### config.mk
export PLATFORM = sky130hd
export DESIGN_NAME = trap_ctrl
export DESIGN_NICKNAME = d
export VERILOG_FILES = /design/src/rtl/trap_ctrl.sv
export SDC_FILE = /design/constraint.sdc
export NUM_CORES = 1
export LEC_CHECK = 0
export CELL_PAD_IN_SITES_DETAIL_PLACEMENT = 1
export CELL_PAD_IN_SITES_GLOBAL_PLACEMENT = 1
export CORE_MARGIN = 4
export CORE_UTILIZATION = 26
export CTS_BUF_LIST = sky130_fd_sc_hd__clkbuf_16
export CTS_CLUSTER_DIAMETER = 80
export DETAILED_ROUTE_END_ITERATION = 12
export GPL_TIMING_DRIVEN = 0
export PLACE_DENSITY_LB_ADDON = 0.1
export SLEW_MARGIN = 10
export SYNTH_ARGS = -nofsm -noshare
export SYNTH_HDL_FRONTEND = slang
export SYNTH_SLANG_ARGS = --single-unit
### constraint.sdc
create_clock -name clk -period 3.1 [get_ports clk]
set_input_delay 0.465 -clock clk [delete_from_list [all_inputs] [get_ports clk]]
set_output_delay 0.465 -clock clk [all_outputs]
set_load 0.02 [all_outputs]
### src/rtl/trap_ctrl.sv
// trap_ctrl: precise-trap sequencer. Picks one event from the exception, interrupt
// and eret sources, writes EPC/CAUSE, flushes the pipe, then redirects fetch.
module trap_ctrl #(
   parameter logic [31:0] TRAP_VECTOR  = 32'h0000_0100,
   parameter int          FLUSH_CYCLES = 2,
   parameter logic [31:0] IRQ_CAUSE    = 32'h8000_000B
) (
   input  logic        clk,
   input  logic        rst,
   input  logic        exc_if_valid,
   input  logic [31:0] exc_if_pc,
   input  logic [31:0] exc_if_cause,
   input  logic        exc_id_valid,
   input  logic [31:0] exc_id_pc,
   input  logic [31:0] exc_id_cause,
   input  logic        exc_mem_valid,
   input  logic [31:0] exc_mem_pc,
   input  logic [31:0] exc_mem_cause,
   input  logic        irq,
   input  logic [31:0] irq_pc,
   input  logic        eret_req,
   input  logic [31:0] epc_ro,
   input  logic        redirect_ready,
   output logic        trap_set,
   output logic [31:0] epc_w,
   output logic [31:0] cause_w,
   output logic        flush_event,
   output logic        flush_pipe,
   output logic        stall_front,
   output logic        redirect_valid,
   output logic [31:0] redirect_pc,
   output logic        in_handler
);

   typedef enum logic [1:0] {IDLE, FLUSH, REDIR} state_t;

   // Counter counts down to zero, so the load value is one less than the flush length.
   localparam logic [3:0] CNT_INIT = 4'(FLUSH_CYCLES - 1);

   state_t      state_q, state_d;
   logic [3:0]  cnt_q, cnt_d;
   logic        in_handler_q, eret_q;
   logic        trap_set_q, flush_event_q;
   logic [31:0] epc_q, cause_q, rpc_q;

   logic        take_trap, take_eret, hs;
   logic [31:0] sel_pc, sel_cause;

   // Source selection: only evaluated in IDLE, fixed priority mem > id > if > irq > eret.
   always_comb begin
      take_trap = 1'b0;
      take_eret = 1'b0;
      sel_pc    = '0;
      sel_cause = '0;
      if (state_q == IDLE) begin
         if (exc_mem_valid) begin
            take_trap = 1'b1; sel_pc = exc_mem_pc; sel_cause = exc_mem_cause;
         end else if (exc_id_valid) begin
            take_trap = 1'b1; sel_pc = exc_id_pc;  sel_cause = exc_id_cause;
         end else if (exc_if_valid) begin
            take_trap = 1'b1; sel_pc = exc_if_pc;  sel_cause = exc_if_cause;
         end else if (irq && !in_handler_q) begin
            take_trap = 1'b1; sel_pc = irq_pc;     sel_cause = IRQ_CAUSE;
         end else if (eret_req) begin
            take_eret = 1'b1;
         end
      end
   end

   assign hs = (state_q == REDIR) && redirect_ready;

   // State register and flush counter.
   always_ff @(posedge clk) begin
      if (rst) begin
         state_q <= IDLE;
         cnt_q   <= '0;
      end else begin
         state_q <= state_d;
         cnt_q   <= cnt_d;
      end
   end

   // Next-state logic: IDLE -> FLUSH on any selected event, FLUSH -> REDIR at count 0,
   // REDIR -> IDLE on the fetch handshake.
   always_comb begin
      state_d = state_q;
      cnt_d   = cnt_q;
      case (state_q)
         IDLE: begin
            if (take_trap || take_eret) begin
               state_d = FLUSH;
               cnt_d   = CNT_INIT;
            end
         end
         FLUSH: begin
            if (cnt_q == 4'd0) state_d = REDIR;
            else               cnt_d   = cnt_q - 4'd1;
         end
         REDIR: begin
            if (redirect_ready) state_d = IDLE;
         end
         default: state_d = IDLE;
      endcase
   end

   // CSR write data, one-shot strobes, redirect target and handler flag.
   always_ff @(posedge clk) begin
      if (rst) begin
         trap_set_q    <= 1'b0;
         flush_event_q <= 1'b0;
         epc_q         <= '0;
         cause_q       <= '0;
         rpc_q         <= '0;
         in_handler_q  <= 1'b0;
         eret_q        <= 1'b0;
      end else begin
         trap_set_q    <= take_trap;
         flush_event_q <= take_trap | take_eret;
         if (take_trap) begin
            epc_q        <= sel_pc;
            cause_q      <= sel_cause;
            rpc_q        <= TRAP_VECTOR;
            in_handler_q <= 1'b1;
            eret_q       <= 1'b0;
         end else if (take_eret) begin
            rpc_q  <= epc_ro;
            eret_q <= 1'b1;
         end
         // Returning from the handler only completes once fetch takes the EPC.
         if (hs && eret_q) begin
            in_handler_q <= 1'b0;
            eret_q       <= 1'b0;
         end
      end
   end

   // Pipeline control decoded from state.
   always_comb begin
      flush_pipe     = (state_q == FLUSH);
      stall_front    = (state_q == FLUSH) || (state_q == REDIR);
      redirect_valid = (state_q == REDIR);
   end

   assign trap_set    = trap_set_q;
   assign flush_event = flush_event_q;
   assign epc_w       = epc_q;
   assign cause_w     = cause_q;
   assign redirect_pc = rpc_q;
   assign in_handler  = in_handler_q;

endmodule

# Word level (Yosys, flattened, before mapping)
# Cells that the tools add are included.
dict set report op_classes {
  addsub 1
  bitwise 1
  eq_ne 6
  muxes 30
  reduce_logical 15
}
# cell count
set ops {}
lappend ops {{two-way mux 32 bit} 10}
lappend ops {{two-way mux 9 bit} 2}
lappend ops {{two-way mux 1 bit} 11}
lappend ops {{two-way mux 4 bit} 2}
lappend ops {{one-hot mux 4 bit (2 select lines)} 1}
lappend ops {{two-way mux 2 bit} 3}
lappend ops {{one-hot mux 2 bit (3 select lines)} 1}
lappend ops {{AND reduction 3 bit} 2}
lappend ops {{logical NOT 4 bit} 1}
lappend ops {{inequality test 2 x 1 -> 1 bit, second input constant} 2}
lappend ops {{inequality test 2 bit, second input constant} 2}
lappend ops {{nonzero test 2 bit} 2}
lappend ops {{OR reduction 2 bit} 2}
lappend ops {{subtractor 4 x 1 -> 4 bit, second input constant} 1}
lappend ops {{logical AND 1 bit} 3}
lappend ops {{OR reduction 3 bit} 1}
lappend ops {{equality test 2 x 1 -> 1 bit, second input constant} 1}
lappend ops {{equality test 2 bit, second input constant} 1}
lappend ops {{logical NOT 2 bit} 1}
lappend ops {{logical OR 1 bit} 2}
lappend ops {{logical NOT 1 bit} 1}
lappend ops {{OR 1 bit} 1}
dict set report word_totals {
  ff_bits 106
  elab_cells 63
  out_inout_bits 102
  in_bits 264
}

# Depth between registers and ports, before layout
dict set report depth {
  depth_word 10
  mapped_depth 8
  ltp_nobuf 6
}

# Least setup slack after synthesis
# No wires, ideal clock.
dict set report synth_path {
  path_type {reg-to-reg}
  startpoint {register state_q[0]}
  endpoint {register epc_q[12], in the netlist epc_w[12]}
  t_required_ps 2967
  n_path_buf 3
  setup_time_ps 133
  t_arrival_ps 1717
  path_stages_with_launch 9
  slack_ps 1250
  period_less_slack_ps 1850
  cell_sequence {dfxtp_1 inv_1 ha_1 buf_2 inv_1 a21oi_1 buf_2 clkbuf_1 a21oi_1}
}
dict set report synth_via {
  elab_chain_len 2
  word_cells_on_any_way 3
  cone_classes {mux (2); reduce/logical (1)}
}
# element line
set synth_rtl {}
lappend synth_rtl {{from (decl)} 40} ;# state_t state_q, state_d;
lappend synth_rtl {{from (signal assigned)} 78} ;# state_q <= state_d;
lappend synth_rtl {{logical NOT 2 bit *} 55} ;# if (state_q == IDLE) begin
lappend synth_rtl {{two-way mux 32 bit or two-way mux 1 bit (tied branches)} 55}
lappend synth_rtl {{to (signal assigned)} 120} ;# epc_q <= sel_pc;
lappend synth_rtl {{to (decl)} 44} ;# logic [31:0] epc_q, cause_q, rpc_q;
# Mark *: on every way between the ends. The rest lies on a longest branch, timed or not.
# A chain may end at the register's enable or synchronous reset.

# Worst setup path after layout
dict set report layout_path {
  startpoint {register state_q[0]}
  endpoint {register epc_q[16], in the netlist epc_w[16]}
}
# The elaborated chain is that of the path after synthesis.

==> impl_metrics.py <==
metrics = {
    "detailed_routing": {
        "drt_pass1_iterations": 7,
        "viasPerCell": 5.11,
        "vias": 6248,
        "drt_iter0_drc": 264,
        "antenna_left": 0,
        "wl_per_cell_um": 21.0,
        "drc": 0,
        "wl_mm": 25.7,
    },
    "timing": {
        "tightest_slew_ns": 1.00,
        "slew_headroom_pct": 33.0,
        "hold_violations": 0,
        "finalSetupViolCount": 0,
        "fin_crit_ns": 2.83,
        "skew_ns": 0.0102,
        "setup_ws_ns": 0.273,
        "finalCritPeriodShare_pct": 91.2,
        "max_freq_mhz": 354,
        "fin_tns_setup_ns": 0,
        "maxSlewViolCount": 0,
        "rsz0062_at_grt": "no",
    },
    "cts": {
        "clk_pin_slew_ns": 0.08,
        "worstSkewPairLatency_ns": 0.35,
        "root_buffer": "clkbuf_16",
        "cts-htree-levels": 3,
        "cts_setup_buffers": 0,
        "cts_resized": 0,
        "holdBufCountCts": 0,
        "ctsLongestPathBuffers": 2,
        "tritoncts": "built",
        "clock_sinks": 106,
        "cts-buffers-inserted": 9,
    },
    "floorplanning": {
        "start_util_pct": 26.3,
        "ios": 366,
        "rows": 51,
        "dieArea_um2": 22000,
        "core-area_um2": 19400,
        "die_h_um": 148,
        "die_w_um": 148,
    },
    "global_route": {
        "grt_pass1_vias": 6731,
        "met1_usage_pct": 24.9,
        "gr-max-usage-layer": "met2",
        "grt_max_degree": 19,
        "grt.overflow.total": 0,
        "grt_use_met2_pct": 40.6,
        "gr-usage-met3_pct": 6.98,
        "grt_pass1_wl_mm": 38.5,
        "antenna_found_initial": 3,
        "grt_usage_pct": 22.4,
    },
    "synthesis": {
        "synth_area_um2": 5110,
        "synth.area.top_cells": "dfxtp_1 (42%), a221o_1 (12%), nand2b_1 (7.3%), a21oi_1 (6.5%), a22o_1 (5.3%)",
        "ys_top_cells_by_count": "dfxtp_1 (106), a21oi_1 (66), nand2b_1 (60), a221o_1 (59), clkbuf_1 (46)",
        "synth_most_common_cell": "dfxtp_1",
        "synth_top_cell_by_area": "dfxtp_1",
        "synth_edf_count": 0,
        "yosysSeqAreaShare_pct": 41.5,
        "postSynthAreaPerCell_um2": 8.89,
        "synthArstFlopShare_pct": 0,
        "synth_fp_nets": 843,
        "synthCells": 575,
        "synth_flop_cell": "dfxtp_1",
        "ys_types": 39,
        "synth_top_cell_area_share_pct": 41.5,
        "synth_seq_cells": 106,
        "ys_warn_count": 0,
    },
    "final_layout": {
        "nNetsFinal": 1219,
        "finalNonFillerCells": 1223,
        "syn_to_final_growth_pct": 84.0,
        "drive_gt1_share_pct": 3.97,
        "nFillCells": 2246,
    },
    "worst_hold_path": {
        "min_path_cells": 2,
        "hp-class": "flip-flop to flip-flop",
    },
    "critical_path": {
        "cp_max_fo": 10,
        "crit_path_start": "state_q[0]",
        "arrival_ns": 3.04,
        "r2r_cells": 8,
        "worstSetupEndpoint": "epc_w[16]",
        "reg2reg_slack_ns": 0.27,
        "required_ns": 3.31,
        "worstSetupPathType": "flip-flop to flip-flop",
        "cp-start-kind": "flip-flop",
        "endpoint_kind": "flip-flop",
        "regToRegStartpoint": "state_q[0]",
        "worstReg2RegEnd": "epc_w[16]",
    },
    "pwr": {
        "leakagePower_nw": 3.45,
        "switching_power_mw": 2.36,
        "ir_drop_v": 0.000255,
        "seq_power_share_pct": 31.4,
        "internal-power_mw": 3.61,
        "p_comb_share_pct": 48.7,
        "cellPowerDensity_nw_per_um2": 635,
        "switching_share_pct": 39.5,
        "clockPowerShare_pct": 19.9,
    },
    "placed_design": {
        "post-place-ws_ns": -0.0550,
        "io_buffers": 365,
        "dp.cells": 1205,
        "dpl.hpwl_mm": 21.5,
        "place_congestion": 0.863,
    },
    "run_status": {
        "status": "finished, final reports clean",
    },
    "job": {
        "maxCapViolations": 0,
    },
}
placed cells by master, fill, tap and decap left out, types with 3 or more instances in the layout:
master and count:
clkinvlp_4 3, nand2_1 37, nand3_1 28, nand2b_1 60, a22oi_1 35, o221a_2 4
inv_1 6, a21oi_1 66, clkbuf_1 46, nor3_1 3, buf_6 3, a22o_1 31
a221o_1 59, o21ai_0 38, nor2b_1 6, ha_1 4, clkbuf_16 9, nor2_1 7
dfxtp_1 106, clkdlybuf4s50_1 365, buf_2 8
cells by family (layout without fill, tap and decap cells):
family                   Yosys count  count (layout)  synth area share [%]
AO/OA/AOI/OAI                    247             247                  35.5
AND/OR/NAND/NOR                  151             151                  16.3
flip-flops                       106             106                  41.5
buffers and inverters             66             447                  5.51
adder cells (fa/ha/maj)            4               4                 0.979
multiplexers                       1               1                 0.196
other                              0               2                     0
worst min path at each step:
stage | from | to | slack [ns]
2_1_floorplan | eret_q | in_handler | 0.45
3_3_place_gp | cause_w[26] | cause_w[26] | 0.44
3_5_place_dp | cause_w[25] | cause_w[25] | 0.45
4_1_cts | cause_w[25] | cause_w[25] | 0.46
5_1_grt | cause_w[12] | cause_w[12] | 0.48
6_report | cause_w[25] | cause_w[25] | 0.46
cell type report:
class	count	area [um2]	area share, %
repair buffers	365	3650	38.9
multi-input cells	403	2710	28.8
flip-flops and latches	106	2120	22.6
well taps	265	332	3.53
plain buffers	60	259	2.75
clock buffers	9	225	2.40
clock inverters	7	77.6	0.825
inverters	6	22.5	0.240
diodes	2	5.00	0.0532
state kept, by name, summed over array words and instances (netlist names):
register	count
redirect_pc	32
eret_q	1
cause_w	32
flush_event	1
cnt_q	4
epc_w	32
state_q	2
trap_set	1
in_handler	1
per-stage QoR:
| stage | power (mW) | instance area [um2] | hold WS, ns | util [%] |
|---|---|---|---|---|
| after floorplan | 3.32 | 5110 | 0.447 | - |
| after CTS | 6.03 | 9400 | 0.459 | 48.4 |
| after global routing | 6.35 | 9400 | 0.477 | 48.5 |
| after global placement | 4.71 | 9090 | 0.444 | 46.9 |
| final | 5.97 | 9400 | 0.455 | 48.5 |
| after detailed placement | 4.81 | 9090 | 0.448 | 46.9 |
power by group through the flow:
| stage | Clock [mW] | Combinational [mW] | Sequential [mW] |
|---|---|---|---|
| finish | 1.18 | 2.91 | 1.88 |
| global route | 1.28 | 3.15 | 1.92 |
| CTS | 1.22 | 2.93 | 1.88 |
| detailed placement | 0 | 2.92 | 1.90 |
| global placement | 0 | 2.83 | 1.88 |
| floorplan | 0 | 1.08 | 2.24 |
routing by layer:
layer / up-vias / wire [um]
met4: 2 / 578
met5: - / 17
met1: 3018 / 10100
li1: 2942 / -
met3: 35 / 1930
met2: 251 / 13100
worst max-delay path, stage by stage, from the launching register on:
cell	delay, ns
dfxtp_1	0.34
inv_1	0.09
ha_1	0.14
buf_2	0.21
inv_1	0.14
a21oi_1	0.79
buf_2	0.40
clkbuf_1	0.43
a21oi_1	0.14
Note: power is estimated with default switching activity, not from simulation.
